$ cat src/rtl/mlp_layer_engine.sv
// Fully-connected layer engine: buffers one input vector, then for each group of N_PU
// neurons streams weights, accumulates signed MACs, requantises and emits the results.
module mlp_layer_engine #(
  parameter int N_IN  = 62,
  parameter int N_OUT = 30,
  parameter int N_PU  = 8,
  parameter int DW    = 8,
  parameter int SHIFT = 7,
  localparam int G    = (N_OUT + N_PU - 1) / N_PU,
  localparam int AW   = 2*DW + $clog2(N_IN) + 1,
  localparam int WAW  = (G*N_IN > 1) ? $clog2(G*N_IN) : 1,
  localparam int OW   = (N_OUT > 1) ? $clog2(N_OUT) : 1
) (
  input  logic                 clk,
  input  logic                 rst,
  input  logic                 start,
  input  logic                 relu_en,
  input  logic                 in_valid,
  output logic                 in_ready,
  input  logic [DW-1:0]        in_data,
  output logic                 w_rd,
  output logic [WAW-1:0]       w_addr,
  input  logic [N_PU*DW-1:0]   w_data,
  output logic                 out_valid,
  input  logic                 out_ready,
  output logic [DW-1:0]        out_data,
  output logic [OW-1:0]        out_index,
  output logic                 out_last,
  output logic [OW-1:0]        argmax_class,
  output logic                 done
);

  localparam int IW = (N_IN > 1) ? $clog2(N_IN) : 1;
  localparam int LW = (N_PU > 1) ? $clog2(N_PU) : 1;
  localparam logic signed [AW-1:0] MAXV = AW'((1 << (DW-1)) - 1);
  localparam logic signed [AW-1:0] MINV = ~MAXV;

  typedef enum logic [2:0] {
    S_IDLE, S_LOAD, S_COMPUTE, S_DRAIN, S_EMIT, S_DONE
  } state_t;

  state_t                 state_q;
  logic                   relu_q;
  logic [WAW-1:0]         grpBase_q;
  logic [OW-1:0]          idxBase_q;
  logic [IW-1:0]          i_q;
  logic [IW-1:0]          macIdx_q;
  logic                   macValid_q;
  logic [LW-1:0]          lane_q;
  logic signed [DW-1:0]   buf_q [N_IN];
  logic signed [AW-1:0]   acc_q [N_PU];
  logic signed [AW-1:0]   acc_d [N_PU];
  logic signed [DW-1:0]   bestVal_q;
  logic [OW-1:0]          bestIdx_q;
  logic [OW-1:0]          bestIdx_d;
  logic                   haveBest_q;
  logic                   takeNew;
  logic                   grpEnd;
  logic [LW-1:0]          nextLane;
  logic signed [AW-1:0]   selAcc;

  logic                   in_ready_q;
  logic                   w_rd_q;
  logic [WAW-1:0]         w_addr_q;
  logic                   out_valid_q;
  logic [DW-1:0]          out_data_q;
  logic [OW-1:0]          out_index_q;
  logic                   out_last_q;
  logic [OW-1:0]          argmax_class_q;
  logic                   done_q;

  assign in_ready     = in_ready_q;
  assign w_rd         = w_rd_q;
  assign w_addr       = w_addr_q;
  assign out_valid    = out_valid_q;
  assign out_data     = out_data_q;
  assign out_index    = out_index_q;
  assign out_last     = out_last_q;
  assign argmax_class = argmax_class_q;
  assign done         = done_q;

  // Weight data arrives one cycle after the read, so the MAC uses the delayed index.
  for (genvar p = 0; p < N_PU; p++) begin : g_mac
    logic signed [DW-1:0]   wLane;
    logic signed [2*DW-1:0] prod;
    assign wLane    = w_data[p*DW +: DW];
    assign prod     = buf_q[macIdx_q] * wLane;
    assign acc_d[p] = macValid_q ? acc_q[p] + {{(AW-2*DW){prod[2*DW-1]}}, prod} : acc_q[p];
  end

  always_comb begin
    nextLane = lane_q + LW'(1);
    selAcc   = acc_q[0];
    for (int p = 0; p < N_PU; p++) begin
      if (LW'(p) == nextLane) selAcc = acc_q[p];
    end
  end

  assign takeNew   = !haveBest_q || ($signed(out_data_q) > bestVal_q);
  assign bestIdx_d = takeNew ? out_index_q : bestIdx_q;
  assign grpEnd    = out_last_q || (lane_q == LW'(N_PU-1));

  function automatic logic [DW-1:0] requant(input logic signed [AW-1:0] a, input logic relu);
    logic signed [AW-1:0] v;
    v = a >>> SHIFT;
    if (relu && v[AW-1]) v = '0;
    if (v > MAXV) v = MAXV;
    else if (v < MINV) v = MINV;
    return v[DW-1:0];
  endfunction

  always_ff @(posedge clk or posedge rst) begin
    if (rst) begin
      state_q        <= S_IDLE;
      relu_q         <= 1'b0;
      grpBase_q      <= '0;
      idxBase_q      <= '0;
      i_q            <= '0;
      macIdx_q       <= '0;
      macValid_q     <= 1'b0;
      lane_q         <= '0;
      bestVal_q      <= '0;
      bestIdx_q      <= '0;
      haveBest_q     <= 1'b0;
      in_ready_q     <= 1'b0;
      w_rd_q         <= 1'b0;
      w_addr_q       <= '0;
      out_valid_q    <= 1'b0;
      out_data_q     <= '0;
      out_index_q    <= '0;
      out_last_q     <= 1'b0;
      argmax_class_q <= '0;
      done_q         <= 1'b0;
      for (int i = 0; i < N_IN; i++) buf_q[i] <= '0;
      for (int p = 0; p < N_PU; p++) acc_q[p] <= '0;
    end else begin
      macValid_q <= w_rd_q;
      macIdx_q   <= i_q;
      done_q     <= 1'b0;
      for (int p = 0; p < N_PU; p++) acc_q[p] <= acc_d[p];
      case (state_q)
        S_IDLE: begin
          if (start) begin
            relu_q     <= relu_en;
            grpBase_q  <= '0;
            idxBase_q  <= '0;
            i_q        <= '0;
            haveBest_q <= 1'b0;
            in_ready_q <= 1'b1;
            state_q    <= S_LOAD;
          end
        end
        S_LOAD: begin
          if (in_valid && in_ready_q) begin
            buf_q[i_q] <= in_data;
            if (i_q == IW'(N_IN-1)) begin
              in_ready_q <= 1'b0;
              i_q        <= '0;
              w_rd_q     <= 1'b1;
              w_addr_q   <= grpBase_q;
              for (int p = 0; p < N_PU; p++) acc_q[p] <= '0;
              state_q    <= S_COMPUTE;
            end else begin
              i_q <= i_q + IW'(1);
            end
          end
        end
        S_COMPUTE: begin
          if (i_q == IW'(N_IN-1)) begin
            w_rd_q  <= 1'b0;
            state_q <= S_DRAIN;
          end else begin
            i_q      <= i_q + IW'(1);
            w_addr_q <= w_addr_q + WAW'(1);
          end
        end
        S_DRAIN: begin
          // acc_d already holds the final MAC of this group.
          lane_q      <= '0;
          out_valid_q <= 1'b1;
          out_data_q  <= requant(acc_d[0], relu_q);
          out_index_q <= idxBase_q;
          out_last_q  <= (idxBase_q == OW'(N_OUT-1));
          state_q     <= S_EMIT;
        end
        S_EMIT: begin
          if (out_ready) begin
            haveBest_q <= 1'b1;
            if (takeNew) begin
              bestVal_q <= out_data_q;
              bestIdx_q <= out_index_q;
            end
            if (grpEnd) begin
              out_valid_q <= 1'b0;
              out_last_q  <= 1'b0;
              if (out_last_q) begin
                argmax_class_q <= bestIdx_d;
                done_q         <= 1'b1;
                state_q        <= S_DONE;
              end else begin
                grpBase_q <= grpBase_q + WAW'(N_IN);
                idxBase_q <= out_index_q + OW'(1);
                i_q       <= '0;
                w_rd_q    <= 1'b1;
                w_addr_q  <= grpBase_q + WAW'(N_IN);
                for (int p = 0; p < N_PU; p++) acc_q[p] <= '0;
                state_q   <= S_COMPUTE;
              end
            end else begin
              lane_q      <= nextLane;
              out_data_q  <= requant(selAcc, relu_q);
              out_index_q <= out_index_q + OW'(1);
              out_last_q  <= (out_index_q + OW'(1) == OW'(N_OUT-1));
            end
          end
        end
        S_DONE: state_q <= S_IDLE;
        default: state_q <= S_IDLE;
      endcase
    end
  end

endmodule

$ cat config.mk
export PLATFORM = sky130hd
export DESIGN_NAME = mlp_layer_engine
export DESIGN_NICKNAME = d
export VERILOG_FILES = /design/src/rtl/mlp_layer_engine.sv
export SDC_FILE = /design/constraint.sdc
export NUM_CORES = 2
export LEC_CHECK = 0
export ABC_CLOCK_PERIOD_IN_PS = 24300
export CAP_MARGIN = 15
export CORE_ASPECT_RATIO = 2
export CORE_MARGIN = 1.5
export CORE_UTILIZATION = 59
export CTS_CLUSTER_DIAMETER = 40
export DETAILED_ROUTE_END_ITERATION = 10
export PLACE_DENSITY = 0.78
export SKIP_LAST_GASP = 1
export SYNTH_ARGS = -nofsm -noshare
export SYNTH_HDL_FRONTEND = slang
export SYNTH_SLANG_ARGS = --single-unit
$ cat constraint.sdc
create_clock -name clk -period 24.3 [get_ports clk]
set_input_delay 4.86 -clock clk [delete_from_list [all_inputs] [get_ports clk]]
set_output_delay 4.86 -clock clk [all_outputs]
set_load 0.01 [all_outputs]
# --- Word level (Yosys, flattened, before mapping) ---
# Cells that the tools add are included.
totals:
  word_cells: 273
  out_inout_bits: 31
  ff_bits: 758
  in_bits: 78
classes:
  n_reduce_logical: 28
  eq_ne: 24
  mux: 100
  multipliers: 8
  bitwise: 2
  magnitude_cmp: 8
  addsub: 13
ops:
  columns: ["cell", "n"]
  rows:
  - ["$mux 184", 5]
  - ["$bwmux 496", 1]
  - ["$mux 23", 21]
  - ["$pmux 184 s2", 1]
  - ["$add 23x23->23", 8]
  - ["$mul 8x8->16", 8]
  - ["$mux 8", 16]
  - ["$bmux 8 s6", 1]
  - ["$demux 8 s6", 1]
  - ["$gt 23x8->1 const B", 2]
  - ["$lt 23x8->1 const B", 2]
  - ["$mux 6", 7]
  - ["$mux 5", 7]
  - ["$pmux 8 s2", 2]
  - ["$mux 3", 9]
  - ["$pmux 6 s4", 1]
  - ["$pmux 8 s3", 1]
  - ["$reduce_and 7->1", 3]
  - ["$pmux 5 s2", 2]
  - ["$mux 1", 18]
  - ["$ne 2x2->1 const B", 9]
  - ["$pmux 3 s5", 1]
  - ["$ge 7x7->1 const B", 2]
  - ["$not 6->7", 2]
  - ["30 further kinds", 53]

# --- Logic depth before layout (Yosys ltp) ---
logic_depth:
  ltp_word: 20
  mapped_depth: 45

# --- Least setup slack after synthesis ---
# Ideal clock, no wire load.
synth_timing:
  kind: "input to register"
  from: "in w_data[7]"
  to: "reg out_data_q[2] (netlist: out_data[2])"
  arrival_ns: 10.915
  slack_ns: 13.286
  path_stages: 30
  path_buffers: 1
  cell_sequence: "clkinv_1 -> fa_1 -> fa_1 -> inv_1 -> fa_1 -> inv_1 -> fa_1 -> inv_1 -> ha_1 -> a21oi_1 -> o21bai_1 -> a21oi_1 -> nor2b_1 -> o21a_1 -> o21ai_0 -> nand2b_1 -> a21oi_1 -> xnor2_1 -> ha_1 -> clkbuf_1 -> o211ai_1 -> a21boi_0 -> nor2_1 -> o21ai_0 -> o21ai_0 -> xor2_1 -> a211o_1 -> and4bb_2 -> o21ai_0 -> a311oi_1"
synth_via:
  elab_chain_len: 10
  elab_cells_between_ends: 11
  cone_classes: "1 x add/sub; 1 x mul; 2 x order compare; 6 x mux; 1 x reduce/logical"
synth_rtl:
  columns: ["element", "line_no", "rtl"]
  rows:
  - ["from (decl)", "23", "input logic [N_PU*DW-1:0] w_data,"]
  - ["$mul 8x8->16 *", "87", "assign prod = buf_q[macIdx_q] * wLane;"]
  - ["$add 23x23->23 *", "88", "assign acc_d[p] = macValid_q ? acc_q[p] + {{(AW-2*DW){prod[2*DW-1]}}, prod} : acc_q[p];"]
  - ["$mux 23 *", "88", null]
  - ["$logic_and 1x1->1", "106", "if (relu && v[AW-1]) v = '0;"]
  - ["$mux 23 *", "106", null]
  - ["$mux 23 *", "141", "case (state_q)"]
  - ["$lt 23x8->1", "108", "else if (v < MINV) v = MINV;"]
  - ["$mux 8", "108", null]
  - ["$mux 8 *", "107", "if (v > MAXV) v = MAXV;"]
  - ["$pmux 8 s2 *", "141", null]
  - ["to (signal assigned)", "181", "out_data_q <= requant(acc_d[0], relu_q);"]
  - ["to (signal assigned)", "211", "out_data_q <= requant(selAcc, relu_q);"]
  - ["to (decl)", "66", "logic [DW-1:0] out_data_q;"]
# Mark *: on every way between the ends. The rest lies on a longest branch, timed or not. The select of a mux whose other input is x is not followed.
# A chain may end at the register's enable or synchronous reset.

# --- Worst setup path after layout ---
layout_timing:
  from: "reg macIdx_q[0]"
  to: "reg out_data_q[0] (netlist: out_data[0])"
layout_via:
  elab_chain_len: 14
  elab_cells_between_ends: 15
  cone_classes: "1 x add/sub; 1 x mul; 2 x order compare; 9 x mux; 1 x bitwise; 1 x reduce/logical"
layout_rtl:
  columns: ["element", "line_no", "rtl"]
  rows:
  - ["from (decl)", "47", "logic [IW-1:0] macIdx_q;"]
  - ["from (signal assigned)", "138", "macIdx_q <= i_q;"]
  - ["$not 6->7 (not written as such) *", "87", null]
  - ["$bmux 8 s6 *", "87", null]
  - ["$mux 8 (not written as such) * (2 in series)", "87", null]
  - ["$mul 8x8->16 *", "87", null]
  - ["$add 23x23->23 *", "88", null]
  - ["$mux 23 *", "88", null]
  - ["$logic_and 1x1->1", "106", null]
  - ["$mux 23 *", "106", null]
  - ["$mux 23 *", "141", null]
  - ["$lt 23x8->1", "108", null]
  - ["$mux 8", "108", null]
  - ["$mux 8 *", "107", null]
  - ["$pmux 8 s2 *", "141", null]
# Marked as above.

==> flow_summary_export.csv <==
group,metric,value,unit
status,outcome,"complete, but fails checks",
status,violations,"design-rule violations",
worst_setup_path,worst_path_required,24.88,ns
final_layout,num-nets-final,7112,
floorplan,floorplan.initialDensity,59.45,%
clock_tree,number_of_buffers_created_by_cts,75,
worst_setup_path,worst-setup-path-type,"flop to flop",
final_layout,filler_cell_count,8501,
grt,grt.overflow.total,0,
route,remaining_drc_errors,24,
grt,grt_start_max_net_pins,202,
route,drt_first_iter_violations,2507,
timing,relSlewSlack,8.255,%
worst_setup_path,path_common_cell,"buf_4",
final_layout,syn2layout_area_growth,7.324,%
timing,fin_skew,0.03929,ns
clock_tree,clock_sinks,757,
worst_setup_path,path_max_fanout,41,
placement,half_perimeter_wire_length_after_detailed_placement,120.8,mm
clock_tree,cts_hold_buffers,0,
grt,initial_antenna_violation_count,2,
grt,globalRouteTotalUtil,30.93,%
clock_tree,root_buffer,"clkbuf_16",
timing,setup_viol,0,
clock_tree,postCtsSetupBuffers,0,
route,post_drt_wl_per_cell,21.51,um
floorplan,std_cell_rows,169,
floorplan,boundaryPins,109,
route,detail-route-antenna-nets,0,
synth,syn_area,63110,um^2
synth,yosysWarnings,0,
synth,postSynthNetCount,7140,
min_path,hold-path-cell-count,0,
synth,asyncSetResetFlopFracSynth,100.0,%
synth,synth_flop_cell,"dfrtp_1",
placement,detailed_place.area,65130,um^2
floorplan,floorplan.die_area,109100,um^2
worst_setup_path,rr_worst_depth,34,
final_layout,drive_gt1_share,13.84,%
synth,synth_largest_type_area_fraction,30.02,%
timing,hold_viol,0,
placement,globalplace.congestion,0.9561,
worst_setup_path,setup.worst_path.end_class,"flop",
worst_setup_path,crit_arrival,12.99,ns
clock_tree,tritoncts_clock_tree,"yes",
route,route.final.wire_length,163.2,mm
min_path,worst_hold_path_type,"flop to flop",
timing,fin_crit_sh,51.06,%
timing,achievable-frequency,0.08059,GHz
synth,yosys.cell_types.count,103,
floorplan,placeableCoreArea,106100,um^2
timing,final.setup.tns,0,ns
synth,postSynthAreaPerCell,10.20,um^2
timing,finalMaxSlewViolations,0,
floorplan,die_width,234.3,um
synth,synth_top_cells_by_area,"dfrtp_1 (30%), fa_1 (14%), mux2_2 (9.3%), ha_1 (8.5%), inv_1 (3.8%)",
route,num_vias,46410,
grt,grt_pass1_vias,50510,
clock_tree,ctsResizeCount,0,
synth,number_of_instances_in_the_synthesized_netlist,6186,
worst_setup_path,critPathMaxStageDelay,0.92,ns
floorplan,die_height,465.5,um
synth,postSynthRegisterBits,757,
synth,synth_sequential_area_ratio,30.02,%
synth,yosys.area.top_type,"dfrtp_1",
grt,wire_length_of_the_first_global_routing_pass,264.2,mm
clock_tree,clock_pin_slew_on_the_worst_setup_and_hold_paths,0.07,ns
worst_setup_path,crit_slowest_cell,"dfrtp_4",
timing,period_minus_slack,12.41,ns
worst_setup_path,setup.worst_path.start_class,"flop",
synth,synth_edf_count,0,
clock_tree,cts.htree.levels,3,
route,avgViaCountPerCell,6.118,
timing,worst-slew-pin-transition,1.369,ns
timing,unrepaired_setup_endpoints_after_global_routing,"no",
route,drt_pre_antenna_iters,9,
placement,place.port_buffers,108,
clock_tree,worst_skew_pair.late_latency,0.68,ns
final_layout,finalInstanceArea,67730,um^2
clock_tree,clk_path_buf_depth,3,
run,max_cap_viol_count,0,
==> layout make-up <==
cell class | count | area [um^2] | area share, %
inverters | 651 | 2450 | 3.617
clock buffers | 99 | 2112 | 3.118
well taps | 1368 | 1712 | 2.527
diodes | 2 | 5.005 | 0.007389
multi-input cells | 4506 | 40530 | 59.84
flip-flops and latches | 757 | 18960 | 27.99
clock inverters | 36 | 422.9 | 0.6244
repair buffers | 167 | 1546 | 2.283
==> per-layer routing <==
layer | vias to the layer above | track usage (%) | wire [um]
met4 | 0 | 22.69 | 13320
met5 | - | 0 | 0
met1 | 23540 | 32.43 | 56790
met3 | 589 | 4.138 | 6746
met2 | 1265 | 55.71 | 86320
li1 | 21020 | - | -
==> cell usage after synthesis (all sizes together) (29+ instances only) <==
master / instances
mux2: 520
nor2: 447
mux4: 83
xnor2: 211
a211oi: 65
and2: 278
ha: 428
nand3: 77
nor3: 88
a21oi: 255
a21o: 64
nor2b: 49
buf: 101
clkbuf: 171
o21ai: 199
o21bai: 33
xor2: 51
mux2i: 196
nand2: 436
a31oi: 29
dfrtp: 757
inv: 650
fa: 448
nand2b: 94
o22ai: 56
o21a: 59
==> kinds of logic (layout without fill, tap and decap cells) <==
family	Yosys count	count (layout)	synth area share, %
AND/OR/NAND/NOR	1595	1595	12.15
AO/OA/AOI/OAI	974	974	10.28
buffers and inverters	923	953	5.825
adder cells (fa/ha/maj)	876	876	22.70
multiplexers	799	799	15.37
flip-flops	757	757	30.02
XOR/XNOR	262	262	3.666
other	0	2	0
==> registers in the layout, indices dropped and copies added (netlist names) <==
name and cells:
i_q 6, out_valid 1, acc_q 184, buf_q 496, relu_q 1, out_last 1
out_data 8, macIdx_q 6, lane_q 3, done 1, out_index 5, macValid_q 1
idxBase_q 5, w_addr 8, in_ready 1, grpBase_q 7, state_q 3, w_rd 1
bestVal_q 8, haveBest_q 1, bestIdx_q 5, argmax_class 5
==> path summary, 6_finish.rpt <==
| check | from | to | slack [ns] |
|---|---|---|---|
| worst max-delay path | macIdx_q[0] | out_data[0] | 11.89 |
| worst min-delay path | w_rd | macValid_q | 0.43 |
| min in group asynchronous | rst | buf_q[266] | 4.50 |
| worst min register to register | w_rd | macValid_q | 0.43 |
| worst max register to register | macIdx_q[0] | out_data[0] | 11.89 |
| max in group asynchronous | rst | acc_q[116] | 15.35 |
==> worst max-delay path, delay by kind of cell (launching register included) <==
family | cells | cell delay (ns)
adders and majority gates | 6 | 2.76
xor gates and xnor gates | 2 | 1.14
muxes | 3 | 1.66
DFF | 1 | 0.92
and+or+nand+nor | 2 | 0.41
AOI/OAI and AO/OA | 12 | 2.53
buffers and inverters | 9 | 2.68
==> placed cells by master (no fill, tap or decap), types with 195 or more instances in the layout <==
| cell type | count |
|---|---|
| mux2_2 | 519 |
| ha_1 | 428 |
| a21oi_1 | 254 |
| and2_1 | 278 |
| dfrtp_1 | 753 |
| mux2i_1 | 195 |
| xnor2_1 | 210 |
| fa_1 | 448 |
| inv_1 | 645 |
| nand2_1 | 436 |
| nor2_1 | 446 |
==> stage by stage <==
stage	setup slack, ns	util (%)	std cells	hold slack [ns]
finish	11.89	63.81	7586	0.4256
global route	11.08	63.81	7585	0.4470
CTS	11.94	63.75	7581	0.4252
detailed placement	11.70	61.36	7446	0.4018
global placement	11.84	61.36	7446	0.4132
floorplan	9.061	-	6186	0.3758
Power is not shown: default switching activity piles up to over one toggle a cycle in this logic, so the estimate is an artifact.
